==> src/rtl/bulls_cows_engine.sv <==
`default_nettype none
// +---------------------------------------------------------------------------+
// | bulls_cows_engine : two-player Bulls & Cows controller with code          |
// | validation, sequential pair-scan scoring and win/draw detection.          |
// | Revision: 1.0                                                             |
// +---------------------------------------------------------------------------+
module bulls_cows_engine #(
    parameter int DIGITS    = 4,
    parameter int MAX_TRIES = 8,
    parameter int BC_W      = $clog2(DIGITS + 1),
    parameter int TRY_W     = 8
) (
    input  logic                clk_i,
    input  logic                rst_ni,
    input  logic [4*DIGITS-1:0] sw_i,
    input  logic                enter_i,
    output logic [2:0]          phase_o,
    output logic                player_o,
    output logic [BC_W-1:0]     bulls_o,
    output logic [BC_W-1:0]     cows_o,
    output logic [TRY_W-1:0]    tries1_o,
    output logic [TRY_W-1:0]    tries2_o,
    output logic                invalid_o,
    output logic                busy_o,
    output logic                p1_win_o,
    output logic                p2_win_o,
    output logic                draw_o
);
    localparam logic [2:0] S_SET1   = 3'd0;
    localparam logic [2:0] S_SET2   = 3'd1;
    localparam logic [2:0] S_GUESS  = 3'd2;
    localparam logic [2:0] S_CHECK  = 3'd3;
    localparam logic [2:0] S_SCORE  = 3'd4;
    localparam logic [2:0] S_RESULT = 3'd5;
    localparam logic [2:0] S_WIN    = 3'd6;
    localparam logic [2:0] S_DRAW   = 3'd7;

    localparam int               IDX_W     = $clog2(DIGITS);
    localparam logic [IDX_W-1:0] LAST_IDX  = IDX_W'(DIGITS - 1);
    localparam logic [BC_W-1:0]  ALL_BULLS = BC_W'(DIGITS);
    localparam logic [TRY_W-1:0] TRY_LIMIT = TRY_W'(MAX_TRIES);
    localparam logic [TRY_W-1:0] TRY_SAT   = {TRY_W{1'b1}};
    localparam bit               LIMITED   = (MAX_TRIES != 0);

    logic [2:0]          phase_q, phase_d;
    logic [2:0]          origin_q, origin_d;
    logic                player_q, player_d;
    logic [BC_W-1:0]     bulls_q, bulls_d;
    logic [BC_W-1:0]     cows_q, cows_d;
    logic [TRY_W-1:0]    tries1_q, tries1_d;
    logic [TRY_W-1:0]    tries2_q, tries2_d;
    logic                invalid_q, invalid_d;
    logic [4*DIGITS-1:0] secret1_q, secret1_d;
    logic [4*DIGITS-1:0] secret2_q, secret2_d;
    logic [4*DIGITS-1:0] cand_q, cand_d;
    logic [IDX_W-1:0]    i_q, i_d;
    logic [IDX_W-1:0]    j_q, j_d;
    logic                done_q, done_d;
    logic                bad_q, bad_d;
    logic                enter_q;

    logic                busy;
    logic                rise;
    logic [3:0]          dig_i, dig_j, sec_j;
    logic [4*DIGITS-1:0] target;
    logic                other_full;

    assign busy   = (phase_q == S_CHECK) || (phase_q == S_SCORE);
    assign rise   = enter_i & ~enter_q & ~busy;
    // P1 attacks P2's secret and vice versa.
    assign target = player_q ? secret1_q : secret2_q;
    assign dig_i  = cand_q[4*i_q +: 4];
    assign dig_j  = cand_q[4*j_q +: 4];
    assign sec_j  = target[4*j_q +: 4];
    assign other_full = LIMITED && ((player_q ? tries1_q : tries2_q) == TRY_LIMIT);

    always_comb begin
        phase_d   = phase_q;
        origin_d  = origin_q;
        player_d  = player_q;
        bulls_d   = bulls_q;
        cows_d    = cows_q;
        tries1_d  = tries1_q;
        tries2_d  = tries2_q;
        invalid_d = invalid_q;
        secret1_d = secret1_q;
        secret2_d = secret2_q;
        cand_d    = cand_q;
        i_d       = i_q;
        j_d       = j_q;
        done_d    = done_q;
        bad_d     = bad_q;

        // Shared pair walker for CHECK and SCORE; done marks the decide cycle.
        if (busy && !done_q) begin
            if (j_q == LAST_IDX) begin
                j_d = '0;
                if (i_q == LAST_IDX) begin
                    done_d = 1'b1;
                end else begin
                    i_d = i_q + 1'b1;
                end
            end else begin
                j_d = j_q + 1'b1;
            end
        end

        case (phase_q)
            S_SET1, S_SET2, S_GUESS: begin
                if (rise) begin
                    cand_d   = sw_i;
                    origin_d = phase_q;
                    phase_d  = S_CHECK;
                    i_d      = '0;
                    j_d      = '0;
                    done_d   = 1'b0;
                    bad_d    = 1'b0;
                end
            end
            S_CHECK: begin
                if (!done_q) begin
                    if ((dig_i > 4'd9) || ((i_q != j_q) && (dig_i == dig_j))) begin
                        bad_d = 1'b1;
                    end
                end else if (bad_q) begin
                    invalid_d = 1'b1;
                    phase_d   = origin_q;
                end else begin
                    invalid_d = 1'b0;
                    case (origin_q)
                        S_SET1: begin
                            secret1_d = cand_q;
                            phase_d   = S_SET2;
                        end
                        S_SET2: begin
                            secret2_d = cand_q;
                            player_d  = 1'b0;
                            phase_d   = S_GUESS;
                        end
                        default: begin
                            phase_d = S_SCORE;
                            bulls_d = '0;
                            cows_d  = '0;
                            i_d     = '0;
                            j_d     = '0;
                            done_d  = 1'b0;
                            if (!player_q) begin
                                if (tries1_q != TRY_SAT) tries1_d = tries1_q + 1'b1;
                            end else begin
                                if (tries2_q != TRY_SAT) tries2_d = tries2_q + 1'b1;
                            end
                        end
                    endcase
                end
            end
            S_SCORE: begin
                if (!done_q) begin
                    if (dig_i == sec_j) begin
                        if (i_q == j_q) bulls_d = bulls_q + 1'b1;
                        else            cows_d  = cows_q + 1'b1;
                    end
                end else begin
                    phase_d = (bulls_q == ALL_BULLS) ? S_WIN : S_RESULT;
                end
            end
            S_RESULT: begin
                if (rise) begin
                    if (LIMITED && (tries1_q == TRY_LIMIT) && (tries2_q == TRY_LIMIT)) begin
                        phase_d = S_DRAW;
                    end else begin
                        phase_d = S_GUESS;
                        if (!other_full) player_d = ~player_q;
                    end
                end
            end
            default: begin
                if (rise) begin
                    phase_d   = S_SET1;
                    secret1_d = '0;
                    secret2_d = '0;
                    tries1_d  = '0;
                    tries2_d  = '0;
                    bulls_d   = '0;
                    cows_d    = '0;
                    invalid_d = 1'b0;
                    player_d  = 1'b0;
                end
            end
        endcase
    end

    always_ff @(posedge clk_i or negedge rst_ni) begin
        if (!rst_ni) begin
            phase_q   <= S_SET1;
            origin_q  <= S_SET1;
            player_q  <= 1'b0;
            bulls_q   <= '0;
            cows_q    <= '0;
            tries1_q  <= '0;
            tries2_q  <= '0;
            invalid_q <= 1'b0;
            secret1_q <= '0;
            secret2_q <= '0;
            cand_q    <= '0;
            i_q       <= '0;
            j_q       <= '0;
            done_q    <= 1'b0;
            bad_q     <= 1'b0;
            enter_q   <= 1'b0;
        end else begin
            phase_q   <= phase_d;
            origin_q  <= origin_d;
            player_q  <= player_d;
            bulls_q   <= bulls_d;
            cows_q    <= cows_d;
            tries1_q  <= tries1_d;
            tries2_q  <= tries2_d;
            invalid_q <= invalid_d;
            secret1_q <= secret1_d;
            secret2_q <= secret2_d;
            cand_q    <= cand_d;
            i_q       <= i_d;
            j_q       <= j_d;
            done_q    <= done_d;
            bad_q     <= bad_d;
            enter_q   <= enter_i;
        end
    end

    assign phase_o   = phase_q;
    assign player_o  = player_q;
    assign bulls_o   = bulls_q;
    assign cows_o    = cows_q;
    assign tries1_o  = tries1_q;
    assign tries2_o  = tries2_q;
    assign invalid_o = invalid_q;
    assign busy_o    = busy;
    assign p1_win_o  = (phase_q == S_WIN) && !player_q;
    assign p2_win_o  = (phase_q == S_WIN) && player_q;
    assign draw_o    = (phase_q == S_DRAW);

endmodule
`default_nettype wire

==> config.mk <==
export PLATFORM = sky130hd
export DESIGN_NAME = bulls_cows_engine
export DESIGN_NICKNAME = d
export VERILOG_FILES = /design/src/rtl/bulls_cows_engine.sv
export SDC_FILE = /design/constraint.sdc
export NUM_CORES = 1
export LEC_CHECK = 0
export BUFFER_PORTS_ARGS = -buffer_cell sky130_fd_sc_hd__buf_2
export CELL_PAD_IN_SITES_DETAIL_PLACEMENT = 1
export CELL_PAD_IN_SITES_GLOBAL_PLACEMENT = 2
export CORE_MARGIN = 5
export CORE_UTILIZATION = 38
export CTS_CLUSTER_SIZE = 24
export DETAILED_ROUTE_END_ITERATION = 8
export PLACE_DENSITY = 0.77
export SLEW_MARGIN = 20
export SYNTH_ARGS = -nofsm -noshare
export SYNTH_HDL_FRONTEND = slang
export SYNTH_SLANG_ARGS = --single-unit
==> constraint.sdc <==
create_clock -name clk_i -period 2.3 [get_ports clk_i]
set_input_delay 0.23 -clock clk_i [delete_from_list [all_inputs] [get_ports clk_i]]
set_output_delay 0.23 -clock clk_i [all_outputs]
set_load 0.005 [all_outputs]
==> results.ini, run 1 <==
[run_status]
outcome=finished clean

[logic_synthesis]
synth_compound_area_frac=0.0975
avgSynthCellArea_um2=10.3
synth_top_family_by_area=simple AND/OR/NAND/NOR gates
yosysSeqAreaShare=0.476
yosys_most_used_dff=dfrtp_1
syn_area_um2=4470
async_reset_ff_frac=1.00
synth-xor-area-share=0.0431
synthSimpleGateAreaFrac=0.174
ys_ff_latch=85
synth_mux_area_frac=0.156
yosys_warnings=0
synth_edf_count=0
synth_fa_ha_area_frac=0.0224
synthCells=435
synth_fp_nets=462
synth.distinct_cells=50

[detailed_routing]
ant_nets=0
drt_iter0_drc=177
dr.pass1.iters=4
drc_errors=0
vias_per_cell=5.48
vias=3551
drt-total-wl_mm=12.3
routedWlPerCell_um=19.0

[clocking]
cts_setup_buffers=0
h-tree-depth=3
cts_tree=built
clk_latency_ns=0.35
clock_path_buffers=2
path_clk_slew_ns=0.07
cts_root_buf=clkbuf_16
cts_sinks=85
cts-buffers-inserted=9

[timing]
fmax_mhz=451
slew_headroom=0.580
worst_pin_slew_ns=0.630
tns_ns=0
rsz0062_at_grt=yes
drv_slew=0
hold_violations=0
fin_worst_skew_ns=0.0102
setup_viol=0
period_minus_slack_ns=2.22
timing.final.crit_share=0.964

[power]
power.density_nw_per_um2=1360
peakVddDrop_uv=737
leakage_uw=0.00246

[grt]
grt_pass1_wl_mm=20.5
grt.total_usage=0.182
antenna_found_initial=0
grt_pass1_vias=3772
grt_max_degree=47
grt_overflow=0

[worst_setup_path]
start_kind=flop
end_kind=flop
slowest_stage=mux4_2
cp_max_fo=8
path_cells=buf_4 -> mux2i_1 -> mux4_2 -> xor2_2 -> nand4_1 -> or4_1 -> mux2i_1
cpMostUsedCell=mux2i_1
crit_family=multiplexers
required_ns=2.56
cp_num_cells=7
reg2regPathDepth=7
path_class=reg2reg
path_buf_inv=1
critPathArrivalTime_ns=2.48
cpPeakStageDelay_ns=0.51

[finish]
antennaDiodeCount=0
final_util=0.473
fillers=1290
areaGrowthSynthToFinish_pct=21.4
drive_above_1_share=0.267
final_area_um2=5420
nets=528
mostFrequentLayoutCell=dfrtp_1
final_cell_mix=dfrtp_1, nand2_1, buf_2, o21ai_0, buf_4
layout.cells.non_filler=648

[place]
placed_area_um2=5040
place_hpwl_mm=9.09
gp_congestion=0.777
dp_cells=632
port_buffers=49

[floorplan]
die_area_um2=14000
io_pins=50
die_h_um=118
start_util=0.390
placeableCoreArea_um2=11500
die_width_um=118
row_count=39

[hold_path]
hold_class=in2reg
worstHoldPathCells=1

[run]
max-cap-violations=0

## kinds of logic after synthesis
| kind of cell | Yosys count |
|---|---|
| XOR/XNOR | 22 |
| buffers and inverters | 34 |
| AND/OR/NAND/NOR | 163 |
| AO/OA/AOI/OAI | 72 |
| multiplexers | 51 |
| flip-flops | 85 |
| adder cells (fa/ha/maj) | 8 |
## worst register-to-register path, cell delays in order (launching register included)
cell,delay [ns]
dfrtp_1,0.37
buf_4,0.18
mux2i_1,0.14
mux4_2,0.51
xor2_2,0.16
nand4_1,0.16
or4_1,0.49
mux2i_1,0.13
## worst paths after layout
kind / start / endpoint / slack (ns)
worst max-delay path: player_o / bulls_o[2] / 0.08
worst min register to register: secret2_q[10] / secret2_q[10] / 0.49
worst max register to register: player_o / bulls_o[2] / 0.08
min in group asynchronous: rst_ni / cand_q[0] / 0.45
worst min-delay path: enter_i / enter_q / 0.009
max in group asynchronous: rst_ni / secret2_q[10] / 1.22
## what timing repair did
action                                 CTS  global route
gates resized for setup                  1             3
hold buffers                             1             0
setup endpoints to repair                3             4
endpoints found under the hold margin   44             0
gates cloned                             0             0
## metal layers
| layer | global-route usage | vias to the layer above | wire [um] |
|---|---|---|---|
| li1 | - | 1678 | - |
| met1 | 0.250 | 1811 | 5800 |
| met2 | 0.294 | 52 | 6010 |
| met3 | 0.0478 | 10 | 420 |
| met4 | 0.0361 | 0 | 119 |
| met5 | 0 | - | 0 |
## metrics by stage
stage,hold slack (ns),total power [uW],setup WS (ns)
after floorplan,-0.0656,4420,0.111
after global placement,0.291,5540,0.0896
after detailed placement,0.294,5670,-0.0149
after CTS,0.00138,7400,0.0399
after global routing,0.00303,7910,-0.0618
final,0.00915,7380,0.0834
## registers in the layout, indices dropped and copies added, names as in the netlist, 2 cells and up
register,count
cand_q,16
secret1_q,16
secret2_q,16
tries1_o,8
tries2_o,8
bulls_o,3
cows_o,3
origin_q,3
phase_o,3
i_q,2
j_q,2
## cell usage after synthesis (2+ instances only)
master / n / share of area
nor3_1: 5 / 0.0056
a31oi_1: 2 / 0.0028
nand2_1: 74 / 0.062
o211ai_1: 2 / 0.0034
nor4_1: 2 / 0.0028
mux4_2: 13 / 0.066
or2_2: 2 / 0.0028
o21a_1: 3 / 0.0050
xnor2_1: 3 / 0.0059
clkbuf_1: 19 / 0.016
buf_1: 2 / 0.0017
o21ai_0: 40 / 0.045
nand3_1: 15 / 0.017
and3_1: 7 / 0.0098
and4_1: 3 / 0.0059
mux2i_1: 19 / 0.043
nor2b_1: 4 / 0.0056
xor2_1: 19 / 0.037
and2_1: 4 / 0.0056
buf_2: 4 / 0.0045
o31ai_1: 6 / 0.010
dfrtp_1: 85 / 0.48
nand4_1: 9 / 0.013
ha_1: 8 / 0.022
nand3b_1: 4 / 0.0067
a21oi_1: 7 / 0.0078
inv_1: 8 / 0.0067
mux2_2: 19 / 0.048
nor2_1: 24 / 0.020
or4_1: 2 / 0.0034
a41oi_1: 2 / 0.0039
## layout make-up
cell class | instances | area [um^2] | share of cell area
clock buffer | 11 | 253 | 0.0466
clock inverter | 4 | 95.1 | 0.0175
inverter | 8 | 30.0 | 0.00554
multi-input combinational | 316 | 2220 | 0.410
sequential | 85 | 2130 | 0.393
tap | 143 | 179 | 0.0330
timing repair buffer | 81 | 515 | 0.0951
## power by group
part | total [uW] | leakage, uW | internal [uW] | switching, uW
Clock | 1700 | 0.000172 | 1110 | 583
Sequential | 2530 | 0.00112 | 2000 | 525
Combinational | 3160 | 0.00117 | 1440 | 1720
Total | 7380 | 0.00246 | 4560 | 2820
Note: power is estimated with default switching activity, not from simulation.
==> run 2: changes to the inputs <==
Settings changed: CORE_UTILIZATION 38 to 35, GPL_TIMING_DRIVEN set to 0, PLACE_DENSITY 0.77 to 0.71.
==> run 2 against run 1 <==
  * The run now ends with negative setup slack left
  * First-iteration DRC count down 11%
  * Clock skew up 0.0013 ns
  * Register-to-register slack worse by 0.15 ns
  * Non-clock buffer count down 4
  * Die area up 7.8%
  * Maximum frequency down 6.2%
  * Via count up 0.45%
  * Final area down 1.4%
  * Combinational power down 1%
  * Critical path type unchanged
  * Critical endpoint unchanged
  * Highest routed layer unchanged
==> results.ini, run 2 (same netlist as run 1, synthesis figures left out) <==
[run_status]
outcome=finished with violations
violations=negative setup slack

[clocking]
cts-buffers-inserted=9  ; unchanged
clk_latency_ns=0.35  ; about the same
cts_root_buf=clkbuf_16
cts_tree=built
path_clk_slew_ns=0.07  ; about the same
cts_sinks=85  ; unchanged
clock_path_buffers=2  ; unchanged
h-tree-depth=3  ; unchanged

[grt]
grt_overflow=0  ; unchanged
grt_max_degree=55  ; +17%
met3_usage=0.0357  ; -0.0121
met2_usage=0.290  ; -0.00459
grt_pass1_vias=3778  ; +0.16%
grt_pass1_wl_mm=20.4  ; -0.67%
antenna_found_initial=0  ; unchanged
busiest_layer=met2
grt_use_met1=0.243  ; -0.00676
grt.total_usage=0.179  ; -0.00338

[worst_setup_path]
end_kind=flop
reg2regPathDepth=7  ; unchanged
startpoint=player_o
cp_num_cells=7  ; unchanged
required_ns=2.57  ; about the same
path_class=reg2reg
cp_max_fo=10  ; +2
start_kind=flop
crit_family=multiplexers
cpMostUsedCell=mux2i_1
cpPeakStageDelay_ns=0.52  ; about the same
path_cells=buf_12 -> mux2i_1 -> mux4_2 -> xor2_2 -> nand4_1 -> or4_1 -> mux2i_1
path_buf_inv=1  ; unchanged
critPathArrivalTime_ns=2.63  ; +0.15 ns
slowest_stage=mux4_2
r2r_start=player_o

[finish]
final_cell_mix=dfrtp_1, nand2_1, buf_2, o21ai_0, nor2_1
antennaDiodeCount=0  ; unchanged
fillers=1410  ; +9.3%
nets=524  ; -0.76%
drive_above_1_share=0.245  ; -0.0223
largestRegisters=cand_q (16), secret1_q (16), secret2_q (16)
mostFrequentLayoutCell=dfrtp_1
areaGrowthSynthToFinish_pct=19.7

[detailed_routing]
drt_iter0_drc=157  ; -11%
drt-total-wl_mm=12.9  ; +4.1%
vias_per_cell=5.29  ; -3.4%
ant_nets=0  ; unchanged
vias=3567  ; +0.45%
drc_errors=0  ; unchanged
routedWlPerCell_um=19.1  ; +0.12%
dr.pass1.iters=4  ; unchanged

[timing]
slew_headroom=0.556  ; -0.0236
fin_worst_skew_ns=0.0115  ; +0.00127 ns
timing.final.crit_share=1.03  ; +0.0642
hold_violations=0  ; unchanged
setup_viol=3  ; +3
drv_slew=0  ; unchanged
fin_hold_ws_ns=0.103  ; +0.0943 ns
worst_pin_slew_ns=0.666  ; +0.0353 ns
rsz0062_at_grt=yes
tns_ns=-0.132  ; -0.132 ns
fmax_mhz=423  ; -6.2%
period_minus_slack_ns=2.36  ; +0.148 ns
setup_ws_ns=-0.0644  ; -0.148 ns

[power]
power.density_nw_per_um2=1310  ; -3.4%
seq_power_share=0.356  ; +0.014
leakage_uw=0.00236  ; -4.3%
peakVddDrop_uv=553  ; -25%
clock_power_share=0.200  ; -0.030
power_frac_comb=0.443  ; +0.015
p_sw_frac=0.422  ; +0.0392
p_sw_uw=2960  ; +5.0%
intPower_uw=4060  ; -11%

[floorplan]
die_area_um2=15100  ; +7.8%
start_util=0.355  ; -0.0341
placeableCoreArea_um2=12600  ; +9.6%
row_count=41  ; +5.1%
die_h_um=123  ; +3.8%
die_width_um=123  ; +3.8%
io_pins=50  ; unchanged

[place]
port_buffers=49  ; unchanged
post-place-ws_ns=-0.424  ; -0.409 ns
gp_congestion=0.786  ; +1.1%
place_hpwl_mm=8.99  ; -1.1%

[hold_path]
min_from=sw_i[3]
worstHoldPathCells=2  ; +1
hold_class=in2reg

[run]
max-cap-violations=0  ; unchanged

-- run 2: cell types whose count changed in the layout (fill, tap and decap cells not counted), moves of 2 or more --
| cell | previous run | this run |
|---|---|---|
| buf_4 | 30 | 3 |
| clkbuf_1 | 0 | 12 |
| clkbuf_2 | 0 | 7 |
| bufinv_16 | 3 | 0 |
| clkinvlp_4 | 0 | 3 |
| buf_2 | 48 | 50 |
-- run 2: per-stage QoR --
step	util	instance area [um^2]	cells	total power, uW
floorplan	-	4470	435	4420
global placement	0.392	4930	656	5390
detailed placement	0.395	4960	657	5490
CTS	0.423	5320	675	7040
global route	0.425	5350	674	7530
finish	0.425	5350	674	7030
-- run 2: cell type report --
class | instances | area [um^2] | share of cell area
inverters | 8 | 30.0 | 0.00562
clock buffers | 12 | 246 | 0.0461
well taps | 172 | 215 | 0.0403
plain buffers | 23 | 138 | 0.0257
clock inverters | 4 | 31.3 | 0.00585
repair buffers | 54 | 314 | 0.0587
flip-flops and latches | 85 | 2130 | 0.398
multi-input cells | 316 | 2240 | 0.420
-- run 2: routing by layer --
layer / vias to the layer above / wire (um)
met4: 0 / 180
li1: 1676 / -
met1: 1814 / 6160
met5: - / 0
met3: 15 / 454
met2: 62 / 6060
-- run 2: power groups by stage --
stage / registers [uW] / clock network (uW) / logic (uW)
floorplan: 2330 / 0 / 2090
global placement: 2470 / 0 / 2930
detailed placement: 2500 / 0 / 3000
CTS: 2480 / 1440 / 3120
global route: 2570 / 1500 / 3450
finish: 2500 / 1410 / 3120
-- run 2: worst paths after layout --
kind	end	slack, ns
setup / recovery	bulls_o[2]	-0.06
hold / removal	cand_q[3]	0.10
setup reg to reg	bulls_o[2]	-0.06
hold reg to reg	secret2_q[2]	0.48
max in group asynchronous	tries1_o[0]	1.38
min in group asynchronous	secret2_q[3]	0.34
-- run 2: repair_timing --
action	in CTS	in global routing
hold buffers	2	0
setup endpoints to repair	49	32
pin swaps	2	3
buffers inserted	2	0
gates resized for setup	16	15
hold endpoints to repair	32	0
